[config.mk]
export PLATFORM = sky130hd
export DESIGN_NAME = mem_port_arbiter_flat
export DESIGN_NICKNAME = d
export VERILOG_FILES = /design/src/rtl/mem_port_arbiter_if.sv /design/src/rtl/mem_port_arbiter.sv /design/src/flat_wrapper.sv
export SDC_FILE = /design/constraint.sdc
export NUM_CORES = 1
export LEC_CHECK = 0
export CAP_MARGIN = 20
export CORE_AREA = 4 4 195 197
export CTS_CLUSTER_DIAMETER = 60
export DETAILED_ROUTE_END_ITERATION = 6
export DIE_AREA = 0 0 199 201
export PLACE_DENSITY = 0.59
export SYNTH_ARGS = -nofsm -noshare
export SYNTH_HDL_FRONTEND = slang
export SYNTH_SLANG_ARGS = --single-unit
[constraint.sdc]
create_clock -name clk -period 2.73 [get_ports clk]
set_clock_uncertainty 0.1 [all_clocks]
set_input_delay 0.819 -clock clk [delete_from_list [all_inputs] [get_ports clk]]
set_output_delay 0.819 -clock clk [all_outputs]
set_load 0.03 [all_outputs]
[src/rtl/mem_port_arbiter_if.sv]
// Core-side (imem/dmem) and memory-side signal bundle for mem_port_arbiter.
// The arbiter takes the slave view; the core/memory environment takes the master view.
interface mem_port_arbiter_if;
    logic [31:0] imem_addr;
    logic [3:0]  imem_rmask;
    logic [31:0] imem_rdata;
    logic        imem_resp;

    logic [31:0] dmem_addr;
    logic [3:0]  dmem_rmask;
    logic [3:0]  dmem_wmask;
    logic [31:0] dmem_wdata;
    logic [31:0] dmem_rdata;
    logic        dmem_resp;

    logic [31:0] mem_addr;
    logic [3:0]  mem_rmask;
    logic [3:0]  mem_wmask;
    logic [31:0] mem_wdata;
    logic [31:0] mem_rdata;
    logic        mem_resp;

    modport slave (
        input  imem_addr, imem_rmask,
        output imem_rdata, imem_resp,
        input  dmem_addr, dmem_rmask, dmem_wmask, dmem_wdata,
        output dmem_rdata, dmem_resp,
        output mem_addr, mem_rmask, mem_wmask, mem_wdata,
        input  mem_rdata, mem_resp
    );

    modport master (
        output imem_addr, imem_rmask,
        input  imem_rdata, imem_resp,
        output dmem_addr, dmem_rmask, dmem_wmask, dmem_wdata,
        input  dmem_rdata, dmem_resp,
        input  mem_addr, mem_rmask, mem_wmask, mem_wdata,
        output mem_rdata, mem_resp
    );
endinterface

[src/rtl/mem_port_arbiter.sv]
// Round-robin arbiter sharing one memory port between instruction fetch and load/store,
// with one pending slot per port, one outstanding command, and a per-wait watchdog.
module mem_port_arbiter #(
    parameter int unsigned TIMEOUT_CYCLES = 255
) (
    input  logic              clk,
    input  logic              rst_n,
    mem_port_arbiter_if.slave bus,
    output logic              busy,
    output logic              proto_err,
    output logic              timeout_err
);
    localparam logic [15:0] WD_LAST = 16'(TIMEOUT_CYCLES - 32'd1);

    typedef enum logic [1:0] {
        ST_IDLE   = 2'd0,
        ST_ISSUE  = 2'd1,
        ST_WAIT_I = 2'd2,
        ST_WAIT_D = 2'd3
    } state_t;

    state_t      state_r;
    logic        i_vld_r;
    logic [31:0] i_addr_r;
    logic [3:0]  i_rmask_r;
    logic        d_vld_r;
    logic [31:0] d_addr_r;
    logic [3:0]  d_rmask_r;
    logic [3:0]  d_wmask_r;
    logic [31:0] d_wdata_r;
    logic        last_grant_r;   // 1 = D port held the most recent grant
    logic        cmd_store_r;
    logic [15:0] wd_cnt_r;
    logic [31:0] mem_addr_r;
    logic [3:0]  mem_rmask_r;
    logic [3:0]  mem_wmask_r;
    logic [31:0] mem_wdata_r;
    logic [31:0] imem_rdata_r;
    logic        imem_resp_r;
    logic [31:0] dmem_rdata_r;
    logic        dmem_resp_r;
    logic        proto_err_r;
    logic        timeout_err_r;

    logic        i_req_s;
    logic        d_req_s;
    logic        d_both_s;
    logic        i_drop_s;
    logic        d_drop_s;
    logic        any_vld_s;
    logic        grant_d_s;
    logic        wd_expire_s;
    logic [31:0] rsp_data_s;

    // Request decode, drop detection, grant selection and response data selection
    always_comb begin
        i_req_s     = (bus.imem_rmask != 4'h0);
        d_req_s     = (bus.dmem_rmask != 4'h0) || (bus.dmem_wmask != 4'h0);
        d_both_s    = (bus.dmem_rmask != 4'h0) && (bus.dmem_wmask != 4'h0);
        i_drop_s    = i_req_s && (i_vld_r || (state_r == ST_WAIT_I));
        d_drop_s    = d_req_s && (d_vld_r || (state_r == ST_WAIT_D));
        any_vld_s   = i_vld_r || d_vld_r;
        grant_d_s   = d_vld_r && (!i_vld_r || !last_grant_r);
        wd_expire_s = (wd_cnt_r == WD_LAST);
        rsp_data_s  = (bus.mem_resp && !cmd_store_r) ? bus.mem_rdata : 32'h0000_0000;
    end

    // Pending slots and the sticky protocol-violation flag
    always_ff @(posedge clk or negedge rst_n) begin
        if (!rst_n) begin
            i_vld_r     <= 1'b0;
            i_addr_r    <= 32'h0000_0000;
            i_rmask_r   <= 4'h0;
            d_vld_r     <= 1'b0;
            d_addr_r    <= 32'h0000_0000;
            d_rmask_r   <= 4'h0;
            d_wmask_r   <= 4'h0;
            d_wdata_r   <= 32'h0000_0000;
            proto_err_r <= 1'b0;
        end else begin
            // A dropped request implies the slot is still occupied, so load and grant never collide
            if (i_req_s && !i_drop_s) begin
                i_vld_r   <= 1'b1;
                i_addr_r  <= bus.imem_addr & 32'hFFFF_FFFC;
                i_rmask_r <= bus.imem_rmask;
            end else if ((state_r == ST_IDLE) && any_vld_s && !grant_d_s) begin
                i_vld_r <= 1'b0;
            end

            if (d_req_s && !d_drop_s) begin
                d_vld_r   <= 1'b1;
                d_addr_r  <= bus.dmem_addr & 32'hFFFF_FFFC;
                d_rmask_r <= d_both_s ? 4'h0 : bus.dmem_rmask;
                d_wmask_r <= bus.dmem_wmask;
                d_wdata_r <= bus.dmem_wdata;
            end else if ((state_r == ST_IDLE) && grant_d_s) begin
                d_vld_r <= 1'b0;
            end

            if (i_drop_s || d_drop_s || d_both_s) begin
                proto_err_r <= 1'b1;
            end
        end
    end

    // Command FSM: grant, single-cycle issue, wait with watchdog, response return
    always_ff @(posedge clk or negedge rst_n) begin
        if (!rst_n) begin
            state_r       <= ST_IDLE;
            last_grant_r  <= 1'b1;
            cmd_store_r   <= 1'b0;
            wd_cnt_r      <= 16'h0000;
            mem_addr_r    <= 32'h0000_0000;
            mem_rmask_r   <= 4'h0;
            mem_wmask_r   <= 4'h0;
            mem_wdata_r   <= 32'h0000_0000;
            imem_rdata_r  <= 32'h0000_0000;
            imem_resp_r   <= 1'b0;
            dmem_rdata_r  <= 32'h0000_0000;
            dmem_resp_r   <= 1'b0;
            timeout_err_r <= 1'b0;
        end else begin
            imem_resp_r <= 1'b0;
            dmem_resp_r <= 1'b0;
            case (state_r)
                ST_IDLE: begin
                    if (any_vld_s) begin
                        state_r      <= ST_ISSUE;
                        last_grant_r <= grant_d_s;
                        if (grant_d_s) begin
                            mem_addr_r  <= d_addr_r;
                            mem_rmask_r <= d_rmask_r;
                            mem_wmask_r <= d_wmask_r;
                            mem_wdata_r <= d_wdata_r;
                            cmd_store_r <= (d_wmask_r != 4'h0);
                        end else begin
                            mem_addr_r  <= i_addr_r;
                            mem_rmask_r <= i_rmask_r;
                            mem_wmask_r <= 4'h0;
                            mem_wdata_r <= 32'h0000_0000;
                            cmd_store_r <= 1'b0;
                        end
                    end
                end
                ST_ISSUE: begin
                    mem_rmask_r <= 4'h0;
                    mem_wmask_r <= 4'h0;
                    wd_cnt_r    <= 16'h0000;
                    state_r     <= last_grant_r ? ST_WAIT_D : ST_WAIT_I;
                end
                ST_WAIT_I, ST_WAIT_D: begin
                    // A response in the expiry cycle still wins over the watchdog
                    if (bus.mem_resp || wd_expire_s) begin
                        if (state_r == ST_WAIT_D) begin
                            dmem_resp_r  <= 1'b1;
                            dmem_rdata_r <= rsp_data_s;
                        end else begin
                            imem_resp_r  <= 1'b1;
                            imem_rdata_r <= rsp_data_s;
                        end
                        if (!bus.mem_resp) begin
                            timeout_err_r <= 1'b1;
                        end
                        state_r <= ST_IDLE;
                    end else begin
                        wd_cnt_r <= wd_cnt_r + 16'h0001;
                    end
                end
                default: begin
                    state_r <= ST_IDLE;
                end
            endcase
        end
    end

    assign bus.mem_addr   = mem_addr_r;
    assign bus.mem_rmask  = mem_rmask_r;
    assign bus.mem_wmask  = mem_wmask_r;
    assign bus.mem_wdata  = mem_wdata_r;
    assign bus.imem_rdata = imem_rdata_r;
    assign bus.imem_resp  = imem_resp_r;
    assign bus.dmem_rdata = dmem_rdata_r;
    assign bus.dmem_resp  = dmem_resp_r;
    assign busy           = (state_r != ST_IDLE) || any_vld_s;
    assign proto_err      = proto_err_r;
    assign timeout_err    = timeout_err_r;
endmodule

[src/flat_wrapper.sv]
// flat-port wrapper written by rule: the top's interface ports become plain ports
module mem_port_arbiter_flat 
#(
    parameter int unsigned TIMEOUT_CYCLES = 255
)
  (clk, rst_n, busy, proto_err, timeout_err, bus_imem_addr, bus_imem_rmask, bus_imem_rdata, bus_imem_resp, bus_dmem_addr, bus_dmem_rmask, bus_dmem_wmask, bus_dmem_wdata, bus_dmem_rdata, bus_dmem_resp, bus_mem_addr, bus_mem_rmask, bus_mem_wmask, bus_mem_wdata, bus_mem_rdata, bus_mem_resp);
  mem_port_arbiter_if bus_i ();
  input  logic clk;
  input  logic rst_n;
  output logic busy;
  output logic proto_err;
  output logic timeout_err;
  input wire logic [$bits(bus_i.imem_addr)-1:0] bus_imem_addr;
  input wire logic [$bits(bus_i.imem_rmask)-1:0] bus_imem_rmask;
  output wire logic [$bits(bus_i.imem_rdata)-1:0] bus_imem_rdata;
  output wire logic [$bits(bus_i.imem_resp)-1:0] bus_imem_resp;
  input wire logic [$bits(bus_i.dmem_addr)-1:0] bus_dmem_addr;
  input wire logic [$bits(bus_i.dmem_rmask)-1:0] bus_dmem_rmask;
  input wire logic [$bits(bus_i.dmem_wmask)-1:0] bus_dmem_wmask;
  input wire logic [$bits(bus_i.dmem_wdata)-1:0] bus_dmem_wdata;
  output wire logic [$bits(bus_i.dmem_rdata)-1:0] bus_dmem_rdata;
  output wire logic [$bits(bus_i.dmem_resp)-1:0] bus_dmem_resp;
  output wire logic [$bits(bus_i.mem_addr)-1:0] bus_mem_addr;
  output wire logic [$bits(bus_i.mem_rmask)-1:0] bus_mem_rmask;
  output wire logic [$bits(bus_i.mem_wmask)-1:0] bus_mem_wmask;
  output wire logic [$bits(bus_i.mem_wdata)-1:0] bus_mem_wdata;
  input wire logic [$bits(bus_i.mem_rdata)-1:0] bus_mem_rdata;
  input wire logic [$bits(bus_i.mem_resp)-1:0] bus_mem_resp;
  assign bus_i.imem_addr = bus_imem_addr;
  assign bus_i.imem_rmask = bus_imem_rmask;
  assign bus_imem_rdata = bus_i.imem_rdata;
  assign bus_imem_resp = bus_i.imem_resp;
  assign bus_i.dmem_addr = bus_dmem_addr;
  assign bus_i.dmem_rmask = bus_dmem_rmask;
  assign bus_i.dmem_wmask = bus_dmem_wmask;
  assign bus_i.dmem_wdata = bus_dmem_wdata;
  assign bus_dmem_rdata = bus_i.dmem_rdata;
  assign bus_dmem_resp = bus_i.dmem_resp;
  assign bus_mem_addr = bus_i.mem_addr;
  assign bus_mem_rmask = bus_i.mem_rmask;
  assign bus_mem_wmask = bus_i.mem_wmask;
  assign bus_mem_wdata = bus_i.mem_wdata;
  assign bus_i.mem_rdata = bus_mem_rdata;
  assign bus_i.mem_resp = bus_mem_resp;
  mem_port_arbiter #(.TIMEOUT_CYCLES(TIMEOUT_CYCLES)) u_core (.clk(clk), .rst_n(rst_n), .bus(bus_i), .busy(busy), .proto_err(proto_err), .timeout_err(timeout_err));
endmodule
# Word level (Yosys, flattened, before mapping)
# Cells that the tools add are included.
classes:
  n_addsub: 1
  shifts: 0
  eq_ne: 7
  mux: 27
  n_div: 0
  reduce_logical: 43
  order_cmp: 0
  mul: 0
  n_bitwise: 2
op_table:
  columns: ["cell", "n"]
  rows:
  - ["two-way mux 32 bit", 3]
  - ["one-hot mux 16 bit (2 select lines)", 1]
  - ["two-way mux 4 bit", 5]
  - ["adder 16 x 1 -> 16 bit (second input constant)", 1]
  - ["equality test 16 x 8 -> 1 bit (second input constant)", 1]
  - ["two-way mux 16 bit", 1]
  - ["one-hot mux 4 bit (2 select lines)", 2]
  - ["nonzero test 4 bit", 4]
  - ["two-way mux 1 bit", 12]
  - ["logical AND 1 bit", 10]
  - ["nonzero test 2 bit", 5]
  - ["logical OR 1 bit", 9]
  - ["AND reduction 3 bit", 3]
  - ["AND reduction 2 bit", 4]
  - ["logical NOT 1 bit", 6]
  - ["one-hot mux 2 bit (3 select lines)", 1]
  - ["equality test 2 bit (second input constant)", 2]
  - ["two-way mux 2 bit", 2]
  - ["inequality test 2 x 1 -> 1 bit (second input constant)", 2]
  - ["equality test 2 x 1 -> 1 bit (second input constant)", 1]
  - ["logical NOT 2 bit", 1]
  - ["inequality test 2 bit (second input constant)", 1]
  - ["inverter 1 bit", 2]
  - ["OR reduction 2 bit", 1]
word_totals:
  latch_bits: 0
  reg_bits: 266
  out_inout_bits: 141
  inputBits: 143
  memories: 0
  ram_bits: 0
  romBits: 0
  word_cells: 102

# Longest topological paths before layout
depth:
  ltp_word: 7
  depth_mapped: 8

# Worst setup path after synthesis
# No wires, ideal clock.
synth_path:
  path_kind: "input to register"
  from: "in bus_dmem_wmask[1]"
  to: "reg u_core.d_addr_r[10]"
  path_slack_ps: 485
  arrival_ps: 2020
  path_stages: 4
  setup_ps: 125
  path_cell_list: "nor4_2 > a21boi_1 > buf_2 > mux2_2"
synth_between:
  elab_chain_len: 5
synth_lines:
  columns: ["item", "line_no", "source"]
  rows:
  - ["start: declaration", "flat_wrapper.sv:19", "input wire logic [$bits(bus_i.dmem_wmask)-1:0] bus_dmem_wmask;"]
  - ["nonzero test 4 bit (*)", "mem_port_arbiter.sv:58", "d_req_s = (bus.dmem_rmask != 4'h0) || (bus.dmem_wmask != 4'h0);"]
  - ["logical OR 1 bit (*)", "mem_port_arbiter.sv:58", null]
  - ["logical AND 1 bit", "mem_port_arbiter.sv:61", "d_drop_s = d_req_s && (d_vld_r || (state_r == ST_WAIT_D));"]
  - ["logical NOT 1 bit", "mem_port_arbiter.sv:90", "if (d_req_s && !d_drop_s) begin"]
  - ["logical AND 1 bit (*)", "mem_port_arbiter.sv:90", null]
  - ["end signal: assignment", "mem_port_arbiter.sv:92", "d_addr_r <= bus.dmem_addr & 32'hFFFF_FFFC;"]
  - ["end: declaration", "mem_port_arbiter.sv:27", "logic [31:0] d_addr_r;"]
# Mark *: on every way between the ends. The rest lies on a longest branch, timed or not.
# A chain may end at the register's enable or synchronous reset.

# Worst setup path in the final report
layout_path:
  from: "reg u_core.proto_err_r, in the netlist u_core.proto_err"
  to: "out proto_err"
layout_rtl:
  columns: ["item", "line_no", "source"]
  rows:
  - ["start: declaration", "mem_port_arbiter.sv:42", "logic proto_err_r;"]
  - ["start signal: assignment", "mem_port_arbiter.sv:79", "proto_err_r <= 1'b0;"]
  - ["start signal: assignment", "mem_port_arbiter.sv:101", "proto_err_r <= 1'b1;"]
  - ["end: declaration", "flat_wrapper.sv:11", "output logic proto_err;"]
# No word-level cell between the ends.

==> flow_summary.yaml <==
floorplan:
  rows: 70
  die_h_microns: 201
  die-area_sq_mm: 0.04000
  die_w_microns: 199
  initial_core_util_pct: 29.69
  core_sq_mm: 0.03626
  ios: 284
yosys:
  synth-seq-area-share_pct: 61.37
  synthArstFlopShare_pct: 100.0
  synth_cell_types: 56
  ys.flop_type: "dfrtp_1"
  synth_common_cells: "dfrtp_1 (263), mux2_2 (135), a22o_1 (66), a21o_1 (32), mux2_4 (29)"
  syn_area_sq_mm: 0.01077
  yosysMostFrequentCell: "dfrtp_1"
  synth_edf_count: 0
  synthTopCellsByArea: "dfrtp_1 (61%), mux2_2 (14%), a22o_1 (5.4%)"
  syn_avg_cell_area_sq_um: 14.55
  ys_warn_count: 0
  yosysTopAreaCell: "dfrtp_1"
  ys_seq_elements: 264
  synthDominantCellAreaShare_pct: 61.13
  synthCells: 740
run:
  drv_cap: 0
grt:
  grt_pass1_vias: 7888
  track_usage_pct: 14.09
  grt_max_degree: 62
  antenna_found_initial: 1
  grt_pass1_wl_microns: 45170
  grt_overflow: 0
placement:
  dp_hpwl_microns: 19740
  post_dp_cell_area_sq_mm: 0.01429
  routabilityCongestion: 0.8040
  io_buffers: 277
  placedCellCount: 1476
worst_hold_path:
  hp-class: "in2async"
cells_and_area:
  drive_above_1_share_pct: 26.32
  fin_cells: 1532
  final_area_sq_mm: 0.01538
  fin_nets: 1189
  area_growth_pct: 42.86
  diodes: 0
detailed_routing:
  drc: 0
  wl_per_cell_microns: 18.75
  dr.pass1.iters: 4
  drt-total-wl_microns: 28720
  ant_nets: 0
  num_vias: 7218
  drtIter0Drc: 258
  viasPerCell: 4.711
sta:
  fin_crit_sh_pct: 95.33
  setup_violations: 0
  grt_setup_unrepaired: "false"
  worst_slew_pin_slew_ps: 700.7
  fmax_mhz: 384.3
  finalHoldViolCount: 0
  slew_viol_final: 0
  post-route-min-period_ps: 2602
  relSlewSlack_pct: 53.29
worst_setup_path:
  cp_cell_sequence: "clkdlybuf4s50_1"
  path_max_fanout: 2
  path_buf_inv: 1
  max_stage_delay_ps: 790
  crit_arrival_ps: 1680
  crit_family: "buffers and inverters"
  critical_path_class: "reg2out"
  cp.required_ps: 1810
  crit_path_end_kind: "primary output"
  cp_slowest_cell: "clkdlybuf4s50_1"
  start_kind: "register"
outcome:
  status: "complete, no violations"
cts:
  cts_buffers: 34
  cts_tree: "built"
  cts_num_sinks: 264
  cts_buffer_depth: 3
  htree_num_levels: 2
  post_cts_buffers: 0
  clkLatencyLatePin_ps: 520
  cts_root_buf: "clkbuf_16"
  cts.clk_slew.worst_paths_ps: 60
power:
  peakVddDrop_uv: 596.4
  p_leak_nw: 6.881
  powerDensity_mw_per_mm2: 1267
==> cells by family (layout without fill, tap and decap cells) <==
kind of cell / Yosys count / count (layout) / share of synthesized area, %
flip-flops: 264 / 264 / 61.37
adder cells (fa/ha/maj): 2 / 2 / 0.2324
AO/OA/AOI/OAI: 128 / 128 / 9.611
AND/OR/NAND/NOR: 115 / 115 / 6.706
buffers and inverters: 54 / 377 / 2.766
other: 1 / 2 / 0.03483
multiplexers: 176 / 176 / 19.28
==> power breakdown <==
part	switching, mW	internal, mW
sequential	0.968	5.67
clock	1.67	2.66
combinational	4.33	4.20
==> sequential cells by signal (all words and copies together), names as in the netlist, 2 cells and up <==
| signal | count |
|---|---|
| u_core.d_rmask_r | 4 |
| u_core.bus.mem_wdata | 32 |
| u_core.i_rmask_r | 4 |
| u_core.bus.imem_rdata | 32 |
| u_core.i_addr_r | 30 |
| u_core.d_wmask_r | 4 |
| u_core.bus.mem_rmask | 4 |
| u_core.bus.mem_addr | 30 |
| u_core.d_wdata_r | 32 |
| u_core.d_addr_r | 30 |
| u_core.wd_cnt_r | 16 |
| u_core.bus.dmem_rdata | 32 |
| u_core.state_r | 2 |
| u_core.bus.mem_wmask | 4 |
==> per-layer routing <==
layer / vias to the layer above / global-route usage [%] / part of all wire (%)
met5: - / 0 / 0.024
met4: 2 / 3.713 / 2.0
met3: 42 / 6.143 / 11
met2: 257 / 21.78 / 44
met1: 3623 / 18.18 / 43
li1: 3294 / - / -
==> worst paths after layout <==
check	slack, ps	endpoint	cells after the start	start
worst max-delay path	130	proto_err	1	u_core.proto_err
worst min-delay path	160	u_core.bus.imem_rdata[10]	1	rst_n
worst max register to register	400	u_core.bus.imem_rdata[31]	7	u_core.wd_cnt_r[0]
worst min register to register	360	u_core.timeout_err	1	u_core.timeout_err
max in group asynchronous	1640	u_core.bus.mem_wdata[16]	2	rst_n
min in group clk	360	u_core.timeout_err	1	u_core.timeout_err
==> layout make-up <==
type / count / area [sq um]
Fill cell: 3366 / 20880
Sequential cell: 264 / 6608
Multi-Input combinational cell: 423 / 3910
Timing Repair Buffer: 312 / 3152
Clock buffer: 46 / 955.9
Tap cell: 468 / 585.6
Clock inverter: 10 / 136.4
Inverter: 9 / 33.78
==> stage by stage <==
step,util [%],setup TNS (ps),power (mW),hold slack (ps),setup slack [ps]
2_1_floorplan,-,0,11.88,342.3,485.2
4_1_cts,42.42,0,19.83,161.3,51.70
3_3_place_gp,39.41,0,15.20,344.5,16.92
3_5_place_dp,39.41,-0.03642,15.35,346.9,-0.03642
6_report,42.42,0,19.49,164.9,127.6
5_1_grt,42.42,0,20.66,181.3,37.50
==> cell usage in the layout (no fill, tap or decap), types with 13 or more instances in the layout <==
cell and count:
nand2_1 22, buf_4 26, mux2_2 135, a21o_1 32
clkbuf_16 34, and2_1 22, clkdlybuf4s50_1 275, mux2_4 29
a22o_1 66, dfrtp_1 263, and2_2 13
==> what timing repair did <==
| action | in CTS | in global routing |
|---|---|---|
| hold buffers | 0 | 0 |
| gates resized for setup | 1 | 0 |
| setup endpoints to repair | 1 | 0 |
No activity file was read; power rests on OpenSTA's default activity.
